### config.mk
export PLATFORM = sky130hd
export DESIGN_NAME = led_shift_latch_flat
export DESIGN_NICKNAME = d
export VERILOG_FILES = /design/src/rtl/led_panel_pkg.sv /design/src/rtl/led_shift_latch_if.sv /design/src/rtl/led_pwm_gen.sv /design/src/rtl/led_shift_latch.sv /design/src/flat_wrapper.sv
export SDC_FILE = /design/constraint.sdc
export NUM_CORES = 1
export LEC_CHECK = 0
export ABC_AREA = 0
export BUFFER_PORTS_ARGS = -buffer_cell sky130_fd_sc_hd__buf_2
export CAP_MARGIN = 5
export CORE_AREA = 2 2 102 104
export CTS_BUF_LIST = sky130_fd_sc_hd__clkbuf_16
export DETAILED_ROUTE_END_ITERATION = 16
export DIE_AREA = 0 0 104 106
export GPL_ROUTABILITY_DRIVEN = 1
export PLACE_DENSITY = 0.46
export SETUP_SLACK_MARGIN = 0.1
export SLEW_MARGIN = 20
export SYNTH_ARGS = -nofsm -noshare
export SYNTH_HDL_FRONTEND = slang
export SYNTH_SLANG_ARGS = --single-unit
### constraint.sdc
create_clock -name clk -period 2.4 [get_ports clk]
set_input_delay 0.36 -clock clk [delete_from_list [all_inputs] [get_ports clk]]
set_output_delay 0.36 -clock clk [all_outputs]
set_load 0.005 [all_outputs]
### src/rtl/led_panel_pkg.sv
// Shared constants, types and helpers for the LED panel column-driver models.
// Latency: n/a (declarations only).
// Backpressure: n/a.
//
// Contents:
//   PANEL_COLS    default column count of one driver
//   BRIGHT_W_DEF  default global-brightness code width
//   bright_t      brightness code at the default width
//   pwm_period()  PWM period in clk cycles for a given code width
package led_panel_pkg;

    localparam int PANEL_COLS   = 16;
    localparam int BRIGHT_W_DEF = 4;

    typedef logic [BRIGHT_W_DEF-1:0] bright_t;

    // A period of 2^bw-1 cycles lets code 0 mean "never on" and the
    // all-ones code mean "always on" with a plain less-than compare.
    function automatic int pwm_period(input int bw);
        return (1 << bw) - 1;
    endfunction

endpackage

### src/rtl/led_shift_latch_if.sv
// Control/data bundle between a row-scan controller and one column driver.
// Latency: n/a (wiring only).
// Backpressure: none; strobes are sampled every clk.
//
// Signals:
//   sdi, shift_en, lat, n_oe, bright   controller -> driver
//   sdo, latch_q, drv, bit_cnt, full,
//   ovf                                driver -> controller / LED array
// Modports: master = controller side, slave = driver side.
interface led_shift_latch_if
    import led_panel_pkg::*;
#(
    parameter int WIDTH    = PANEL_COLS,
    parameter int BRIGHT_W = BRIGHT_W_DEF
);
    localparam int CNT_W = $clog2(WIDTH + 1);

    logic                sdi;
    logic                shift_en;
    logic                lat;
    logic                n_oe;
    logic [BRIGHT_W-1:0] bright;
    logic                sdo;
    logic [WIDTH-1:0]    latch_q;
    logic [WIDTH-1:0]    drv;
    logic [CNT_W-1:0]    bit_cnt;
    logic                full;
    logic                ovf;

    modport master (
        output sdi, shift_en, lat, n_oe, bright,
        input  sdo, latch_q, drv, bit_cnt, full, ovf
    );

    modport slave (
        input  sdi, shift_en, lat, n_oe, bright,
        output sdo, latch_q, drv, bit_cnt, full, ovf
    );

endinterface

### src/rtl/led_pwm_gen.sv
// Global-brightness PWM gate: free-running counter compared against bright.
// Latency: pwm_on is combinational from the counter and bright (new code seen at once).
// Backpressure: none; counter runs every clk after CLR release.
//
// Ports:
//   clk     system clock
//   CLR     asynchronous active-high reset (counter to 0)
//   bright  brightness code; on-time is bright cycles per period
//   pwm_on  high while the counter is below bright
module led_pwm_gen
    import led_panel_pkg::*;
#(
    parameter int BRIGHT_W = BRIGHT_W_DEF
) (
    input  logic                clk,
    input  logic                CLR,
    input  logic [BRIGHT_W-1:0] bright,
    output logic                pwm_on
);
    // Last count of the period; the all-ones value is never reached so that
    // the all-ones brightness code compares as always on.
    localparam logic [BRIGHT_W-1:0] CNT_LAST = BRIGHT_W'(pwm_period(BRIGHT_W) - 1);

    logic [BRIGHT_W-1:0] pwm_cnt;
    logic [BRIGHT_W-1:0] pwm_cnt_nxt;

    always_comb begin
        pwm_cnt_nxt = pwm_cnt + 1'b1;
        if (pwm_cnt == CNT_LAST) begin
            pwm_cnt_nxt = '0;
        end
    end

    always_ff @(posedge clk or posedge CLR) begin
        if (CLR) begin
            pwm_cnt <= '0;
        end else begin
            pwm_cnt <= pwm_cnt_nxt;
        end
    end

    assign pwm_on = (pwm_cnt < bright);

endmodule

### src/rtl/led_shift_latch.sv
// HUB75-style column driver: serial-in shift register, parallel latch, OE + PWM gated drive.
// Latency: lat at edge N -> latch_q after N -> drv after N+1; sdo is the last shift stage.
// Backpressure: none; shift/lat strobes act every clk, over-shifting is flagged in sticky ovf.
//
// Ports:
//   clk      system clock, all state changes on the rising edge
//   CLR      asynchronous active-high reset, clears every register
//   bus      led_shift_latch_if slave: sdi/shift_en/lat/n_oe/bright in;
//            sdo/latch_q/drv/bit_cnt/full/ovf out
module led_shift_latch
    import led_panel_pkg::*;
#(
    parameter int WIDTH    = PANEL_COLS,
    parameter int BRIGHT_W = BRIGHT_W_DEF
) (
    input  logic             clk,
    input  logic             CLR,
    led_shift_latch_if.slave bus
);
    localparam int CNT_W = $clog2(WIDTH + 1);
    localparam logic [CNT_W-1:0] CNT_FULL = CNT_W'(WIDTH);

    logic [WIDTH-1:0] sr;
    logic [WIDTH-1:0] sr_nxt;
    logic [WIDTH-1:0] latch_q;
    logic [WIDTH-1:0] latch_nxt;
    logic [WIDTH-1:0] drv;
    logic [WIDTH-1:0] drv_nxt;
    logic [CNT_W-1:0] bit_cnt;
    logic [CNT_W-1:0] bit_cnt_nxt;
    logic             ovf;
    logic             ovf_nxt;
    logic             full;
    logic             pwm_on;

    led_pwm_gen #(
        .BRIGHT_W (BRIGHT_W)
    ) u_pwm (
        .clk    (clk),
        .CLR    (CLR),
        .bright (bus.bright),
        .pwm_on (pwm_on)
    );

    assign full = (bit_cnt == CNT_FULL);

    // Shift register: MSB-first, the first bit in reaches bit WIDTH-1
    // after WIDTH shifts and then leaves through sdo.
    always_comb begin
        sr_nxt = sr;
        if (bus.shift_en) begin
            sr_nxt = {sr[WIDTH-2:0], bus.sdi};
        end
    end

    // Latch captures the pre-edge shift register, so a shift in the same
    // cycle only affects what the next latch will see.
    always_comb begin
        latch_nxt = latch_q;
        if (bus.lat) begin
            latch_nxt = sr;
        end
    end

    // Bit count restarts on latch; a shift in the latch cycle is the first
    // bit of the next word, hence restart at 1 rather than 0.
    always_comb begin
        bit_cnt_nxt = bit_cnt;
        ovf_nxt     = ovf;
        if (bus.lat) begin
            bit_cnt_nxt = CNT_W'(bus.shift_en);
            ovf_nxt     = 1'b0;
        end else if (bus.shift_en) begin
            if (full) begin
                ovf_nxt = 1'b1;
            end else begin
                bit_cnt_nxt = bit_cnt + 1'b1;
            end
        end
    end

    // Drive uses the current latch contents, giving one extra stage of
    // latency from lat to the LEDs.
    always_comb begin
        drv_nxt = '0;
        if (!bus.n_oe && pwm_on) begin
            drv_nxt = latch_q;
        end
    end

    always_ff @(posedge clk or posedge CLR) begin
        if (CLR) begin
            sr      <= '0;
            latch_q <= '0;
            drv     <= '0;
            bit_cnt <= '0;
            ovf     <= 1'b0;
        end else begin
            sr      <= sr_nxt;
            latch_q <= latch_nxt;
            drv     <= drv_nxt;
            bit_cnt <= bit_cnt_nxt;
            ovf     <= ovf_nxt;
        end
    end

    assign bus.sdo     = sr[WIDTH-1];
    assign bus.latch_q = latch_q;
    assign bus.drv     = drv;
    assign bus.bit_cnt = bit_cnt;
    assign bus.full    = full;
    assign bus.ovf     = ovf;

endmodule
### src/flat_wrapper.sv
// flat-port wrapper written by rule: the top's interface ports become plain ports
module led_shift_latch_flat import led_panel_pkg::*;
#(
    parameter int WIDTH    = PANEL_COLS,
    parameter int BRIGHT_W = BRIGHT_W_DEF
)
  (clk, CLR, bus_sdi, bus_shift_en, bus_lat, bus_n_oe, bus_bright, bus_sdo, bus_latch_q, bus_drv, bus_bit_cnt, bus_full, bus_ovf);
  led_shift_latch_if #(.WIDTH(WIDTH), .BRIGHT_W(BRIGHT_W)) bus_i ();
  input  logic clk;
  input  logic CLR;
  input wire logic [$bits(bus_i.sdi)-1:0] bus_sdi;
  input wire logic [$bits(bus_i.shift_en)-1:0] bus_shift_en;
  input wire logic [$bits(bus_i.lat)-1:0] bus_lat;
  input wire logic [$bits(bus_i.n_oe)-1:0] bus_n_oe;
  input wire logic [$bits(bus_i.bright)-1:0] bus_bright;
  output wire logic [$bits(bus_i.sdo)-1:0] bus_sdo;
  output wire logic [$bits(bus_i.latch_q)-1:0] bus_latch_q;
  output wire logic [$bits(bus_i.drv)-1:0] bus_drv;
  output wire logic [$bits(bus_i.bit_cnt)-1:0] bus_bit_cnt;
  output wire logic [$bits(bus_i.full)-1:0] bus_full;
  output wire logic [$bits(bus_i.ovf)-1:0] bus_ovf;
  assign bus_i.sdi = bus_sdi;
  assign bus_i.shift_en = bus_shift_en;
  assign bus_i.lat = bus_lat;
  assign bus_i.n_oe = bus_n_oe;
  assign bus_i.bright = bus_bright;
  assign bus_sdo = bus_i.sdo;
  assign bus_latch_q = bus_i.latch_q;
  assign bus_drv = bus_i.drv;
  assign bus_bit_cnt = bus_i.bit_cnt;
  assign bus_full = bus_i.full;
  assign bus_ovf = bus_i.ovf;
  led_shift_latch #(.WIDTH(WIDTH), .BRIGHT_W(BRIGHT_W)) u_core (.clk(clk), .CLR(CLR), .bus(bus_i));
endmodule
==> metrics.md, run 1 <==
| Metric | Value |
|---|---|
| Status | `finished clean` |
| Vias | `1511` |
| CTS resizes | `0` |
| Placement Setup Slack | `0.580 ns` |
| Mapped cell area | `0.00232 mm2` |
| Leak | `1.45 nW` |
| Vias in the first global route | `1505` |
| Sink Count | `58` |
| Mean Syn Cell Area | `12.8 um2` |
| Hold_buf cts | `0` |
| CP arrival | `1.47 ns` |
| Final Skew | `0.00645 ns` |
| Core Region | `0.0100 mm2` |
| Reg2reg start | `u_core.u_pwm.pwm_cnt[3]` |
| Setup Fix Bufs, Post-CTS | `0` |
| Cell Rows | `37` |
| R2r worst-path depth | `4` |
| Mux cell area share after synthesis | `0.164` |
| Yosys cell types | `23` |
| Setup violators final | `0` |
| CP Launch Point | `u_core.bus.bit_cnt[0]` |
| Die width | `104 um` |
| Number of nets in the layout | `249` |
| Slew HR | `0.567` |
| H-tree depth reported by CTS | `3` |
| Initial core utilization | `0.232` |
| All-Layer GR Usage | `0.0932` |
| Largest family of logic cells by synthesized area | `multiplexers` |
| Hold crit path type | `primary input to asynchronous set/reset pin` |
| Simple-Gate Fraction of Synth Area | `0.0691` |
| Min Tclk post-route | `1.83 ns` |
| Area grow syn2layout | `30.0%` |
| GRT overflow | `0` |
| XOR/XNOR Fraction of Synth Area | `0.00756` |
| Power Total | `0.00327 W` |
| Hold Fails Final Rpt | `0` |
| M1 wire length | `2170 um` |
| Non-Filler Instances | `375` |
| Syn_nets | `196` |
| RSZ-0062 raised after global routing | `no` |
| Post-DP HPWL | `3250 um` |
| Power per cell area | `1090 mW/mm2` |
| Antenna-violating nets left | `0` |
| #FFs+latches synth | `58` |
| Crit-path max cell delay | `0.44 ns` |
| Share of layout cells above drive strength 1 | `0.418` |
| Routed wire length | `4680 um` |
| Commonest non-fill, non-tap cell in the layout | `dfrtp_1` |
| CP Cell Sequence | `inv_1 -> ha_1 -> nor4bb_1 -> buf_4 -> buf_2` |
| Clock Path Buffers | `2` |
| Clk slew on worst S/H paths | `0.05 ns` |
| Max-slew violations | `0` |
| Sequential area share after synthesis | `0.626` |
| Commonest non-fill, non-tap cells in the layout | `58 x dfrtp_1, 49 x buf_2, 32 x mux2_2` |
| DIE AREA | `0.0110 mm2` |
| Crit path max fanout | `7` |
| Fraction of the mapped netlist area in adder cells | `0.0270` |
| Synth warnings | `0` |
| Fmax | `547 MHz` |
| Vias per cell | `4.03` |
| Routed len/inst | `12.5 um` |
| Routability Congestion | `0.712` |
| Initial DRT Pass Iterations | `4` |
| Compound-Gate Fraction of Synth Area | `0.0702` |
| Met3 wire length | `253 um` |
| Metal2 WL | `2180 um` |
| CTS tree | `done` |
| DP Cell Count | `359` |
| Max-capacitance violation count | `0` |
| Total Negative Setup Slacks | `0 ns` |
| CP Launch Type | `flip-flop` |
| Worst Setup End Kind | `output port` |
| First-pass GRT wire length | `8010 um` |
| Final worst setup slack | `0.571 ns` |
| Slowest-stage cell, CP | `dfrtp_1` |
| Initial antenna violation count | `0` |
| Worst EP required | `2.04 ns` |
| Max layer used | `met4` |
| Clock Latency Late Sink | `0.32 ns` |
| Ant diodes | `0` |
| Port bufs | `49` |
| Worst setup path category | `flip-flop to output port` |
| IO Pins | `50` |
| Residual DRC | `0` |
| CTS buffer count | `9` |
| Worst-Margin Slew | `0.648 ns` |
| Drt initial violations | `54` |
| Die height | `106 um` |
| Max IR drop VDD | `0.394 mV` |
| Pin count of the biggest net entering global routing | `27` |
| Cell count after synthesis | `181` |
| Clock Tree Root | `clkbuf_16` |
| Period utilization | `0.762` |
==> kinds of logic (layout without fill, tap and decap cells) <==
family / Yosys count / count (layout)
AO/OA/AOI/OAI: 28 / 28
XOR/XNOR: 2 / 2
adder cells (fa/ha/maj): 5 / 5
buffers and inverters: 18 / 76
flip-flops: 58 / 58
multiplexers: 34 / 34
AND/OR/NAND/NOR: 36 / 36
==> where the power goes <==
group | internal [W] | switching, W
clock network | 0.000894 | 0.000417
logic | 0.000312 | 0.000216
registers | 0.00125 | 0.000188
total | 0.00245 | 0.000821
==> per-stage QoR <==
stage	util	hold WS, ns	instance area (um2)
floorplan	-	0.486	2320
global placement	0.270	0.448	2700
detailed placement	0.270	0.459	2700
CTS	0.301	0.115	3010
global route	0.301	0.157	3010
finish	0.301	0.0952	3010
==> cell usage after synthesis (all sizes together) <==
library cell   n  area share
nand4          2      0.0054
buf            8       0.019
a21o           1      0.0032
nor4bb         1      0.0043
inv            8       0.013
a211oi         1      0.0086
mux2          32        0.16
a31oi          1      0.0027
o21ai          4      0.0086
nand2b         2      0.0054
dfrtp         58        0.63
and2           1      0.0027
mux2i          2      0.0086
a21oi         21       0.047
ha             5       0.027
xor2           2      0.0076
nor2           3      0.0049
nand2         25       0.040
or3            1      0.0027
nand3b         1      0.0032
clkbuf         2      0.0032
==> critical path, delay by kind of cell, from the launching register on <==
kind                       cells  cell delay [ns]
DFF                            1             0.44
buffers and inverters          3             0.38
and+or+nand+nor                1             0.19
adders and majority gates      1             0.13
==> layout make-up <==
cell class | count | area [um2]
inverter | 8 | 30.0
multi-input combinational | 105 | 783
timing repair buffer | 52 | 268
clock buffer | 9 | 225
fill | 1037 | 6990
clock inverter | 7 | 83.8
sequential | 58 | 1450
tap | 136 | 170
==> sequential cells by signal (all words and copies together) (netlist names) <==
register and count:
u_core.u_pwm.pwm_cnt 4, u_core.sr 16, u_core.bus.latch_q 16, u_core.bus.ovf 1
u_core.bus.drv 16, u_core.bus.bit_cnt 5
==> routing by layer <==
metal,track usage,vias to the layer above
met1,0.118,734
met2,0.144,37
li1,-,731
met3,0.0349,9
met4,0.0376,0
met5,0,-
==> worst paths after layout <==
| check | to | slack (ns) |
|---|---|---|
| max | bus_full | 0.57 |
| min | u_core.bus.drv[4] | 0.1 |
| max reg2reg | u_core.bus.drv[12] | 0.65 |
| min reg2reg | u_core.bus.ovf | 0.50 |
| max in group asynchronous | u_core.bus.latch_q[12] | 1.65 |
| min in group clk | u_core.sr[0] | 0.28 |
No activity file was read; power rests on OpenSTA's default activity.
==> run 2: changes to the inputs <==
Clock period 2.4 ns to 1.9 ns, I/O delays scaled along.
==> run 2 against run 1 <==
Compared with the run above:
- critical path depth is the same
- non-clock buffer count increased by 7
- worst setup slack got worse by 0.36 ns
- power is 30% higher
- die area unchanged
- global-route usage up 0.23 points
- via count is 0.53% higher
==> metrics.md, run 2 (synthesis results as in run 1) <==
| Metric | Value |
|---|---|
| First-pass GRT wire length | `8180 um` |
| P_int | `0.00314 W` |
| Worst Path Buf+Inv | `3` |
| Slew HR | `0.643` |
| Die width | `104 um` |
| Initial antenna violation count | `0` |
| Post-DP HPWL | `3230 um` |
| Clock Latency Late Sink | `0.32 ns` |
| Crit path max fanout | `5` |
| CP Launch Type | `flip-flop` |
| Clk slew on worst S/H paths | `0.06 ns` |
| IO Pins | `50` |
| Net Sw Frac | `0.264` |
| Gate power share | `0.161` |
| Non-Filler Instances | `382` |
| Psw | `0.00112 W` |
| Die height | `106 um` |
| Min Tclk post-route | `1.69 ns` |
| CP arrival | `1.40 ns` |
| Top Registers | `u_core.bus.drv x16, u_core.bus.latch_q x16, u_core.sr x16` |
| Worst-Margin Slew | `0.535 ns` |
| Post-Route Utilization | `0.308` |
| Crit path max-delay family | `flip-flops` |
| Number of nets in the layout | `256` |
| DP Cell Count | `362` |
| Cell Rows | `37` |
| Vias in the first global route | `1609` |
| Ant diodes | `0` |
| Routed wire length | `4860 um` |
| Max IR drop VDD | `0.413 mV` |
| Leak | `1.49 nW` |
| Max-slew violations | `0` |
| Commonest non-fill, non-tap cell in the layout | `dfrtp_1` |
| Hold Fails Final Rpt | `0` |
| Hold crit path type | `primary input to asynchronous set/reset pin` |
| Period utilization | `0.889` |
| Residual DRC | `0` |
| Initial core utilization | `0.232` |
| Final Skew | `0.00733 ns` |
| Share of layout cells above drive strength 1 | `0.451` |
| Worst EP required | `1.62 ns` |
| Setup violators final | `0` |
| Drt initial violations | `48` |
| FILL cells | `1061` |
| Antenna-violating nets left | `0` |
| DIE AREA | `0.0110 mm2` |
| Total Negative Setup Slacks | `0 ns` |
| Power per cell area | `1380 mW/mm2` |
| Worst setup path category | `flip-flop to output port` |
| Clock Tree Root | `clkbuf_16` |
| Hold_buf cts | `0` |
| All-Layer GR Usage | `0.0955` |
| Port bufs | `49` |
| Sink Count | `58` |
| Routability Congestion | `0.690` |
| Initial DRT Pass Iterations | `4` |
| H-tree depth reported by CTS | `3` |
| Clock power frac | `0.412` |
| Commonest non-fill, non-tap cells in the layout | `57 x dfrtp_1, 49 x buf_2, 32 x mux2_2` |
| Vias per cell | `3.98` |
| Status | `finished clean` |
| Seq pwr share | `0.427` |
| Routed len/inst | `12.7 um` |
| Core Region | `0.0100 mm2` |
| RSZ-0062 raised after global routing | `no` |
| Max-capacitance violation count | `0` |
| CTS buffer count | `9` |
| Clock Path Buffers | `2` |
| Area grow syn2layout | `33.0%` |
| Register Area | `0.00145 mm2` |
| Fmax | `592 MHz` |
| Slowest-stage cell, CP | `dfrtp_1` |
| Pin count of the biggest net entering global routing | `33` |
| CTS tree | `done` |
| Crit-path max cell delay | `0.42 ns` |
| Worst Setup End Kind | `output port` |
| Multi-input gate area | `783 um2` |
| CP Cell Sequence | `inv_1 -> ha_1 -> nor4bb_1 -> buf_4 -> buf_2` |
| GRT overflow | `0` |
| Vias | `1519` |
[run 2: layer usage]
metal  global-route usage  wire, um  vias up
li1                     -         -      742
met1                0.121      2360      733
met2                0.144      2180       35
met3               0.0307       221        9
met4               0.0541        90        0
met5                    0         0        -
[run 2: timing repair]
item / 4_1_cts / 5_1_grt
cloned: 0 / 0
endpoints found under the setup margin: 1 / 1
resized for setup: 1 / 0
setup buffers: 0 / 4
[run 2: stage by stage]
step	instance area (um2)	hold slack, ns	worst slack (ns)	power [W]
final	3080	0.0164	0.211	0.00426
after global routing	3080	0.0440	0.137	0.00450
after CTS	3050	0.0220	0.113	0.00432
after detailed placement	2730	0.370	0.356	0.00254
after global placement	2730	0.370	0.388	0.00253
after floorplan	2320	0.437	0.187	0.00216
[run 2: power groups by stage]
| stage | clock network (W) | registers (W) | logic (W) |
|---|---|---|---|
| finish | 0.00176 | 0.00182 | 0.000684 |
| floorplan | 0 | 0.00179 | 0.000366 |
| detailed placement | 0 | 0.00184 | 0.000692 |
| global route | 0.00187 | 0.00187 | 0.000766 |
| global placement | 0 | 0.00185 | 0.000678 |
| CTS | 0.00180 | 0.00183 | 0.000697 |
[run 2: cell type report]
| cell class | count | share of cell area |
|---|---|---|
| Sequential cell | 58 | 0.471 |
| Multi-Input combinational cell | 105 | 0.254 |
| Tap cell | 136 | 0.0552 |
| Timing Repair Buffer | 59 | 0.104 |
| Clock buffer | 9 | 0.0731 |
| Inverter | 8 | 0.00974 |
| Clock inverter | 7 | 0.0329 |
[run 2: worst min-delay path, cell delays in order]
cell   delay (ns)
buf_2        0.10
inv_2        0.04
buf_4        0.31
[run 2: final timing paths]
kind	startpoint	to	slack, ns	cells after the start
max in group asynchronous	CLR	u_core.bus.bit_cnt[0]	1.51	3
min reg2reg	u_core.bus.ovf	u_core.bus.ovf	0.50	2
max reg2reg	u_core.bus.bit_cnt[1]	u_core.bus.bit_cnt[2]	0.34	7
min	CLR	u_core.bus.drv[12]	0.02	3
max	u_core.bus.bit_cnt[1]	bus_full	0.21	5
min in group clk	bus_sdi	u_core.sr[0]	0.20	2
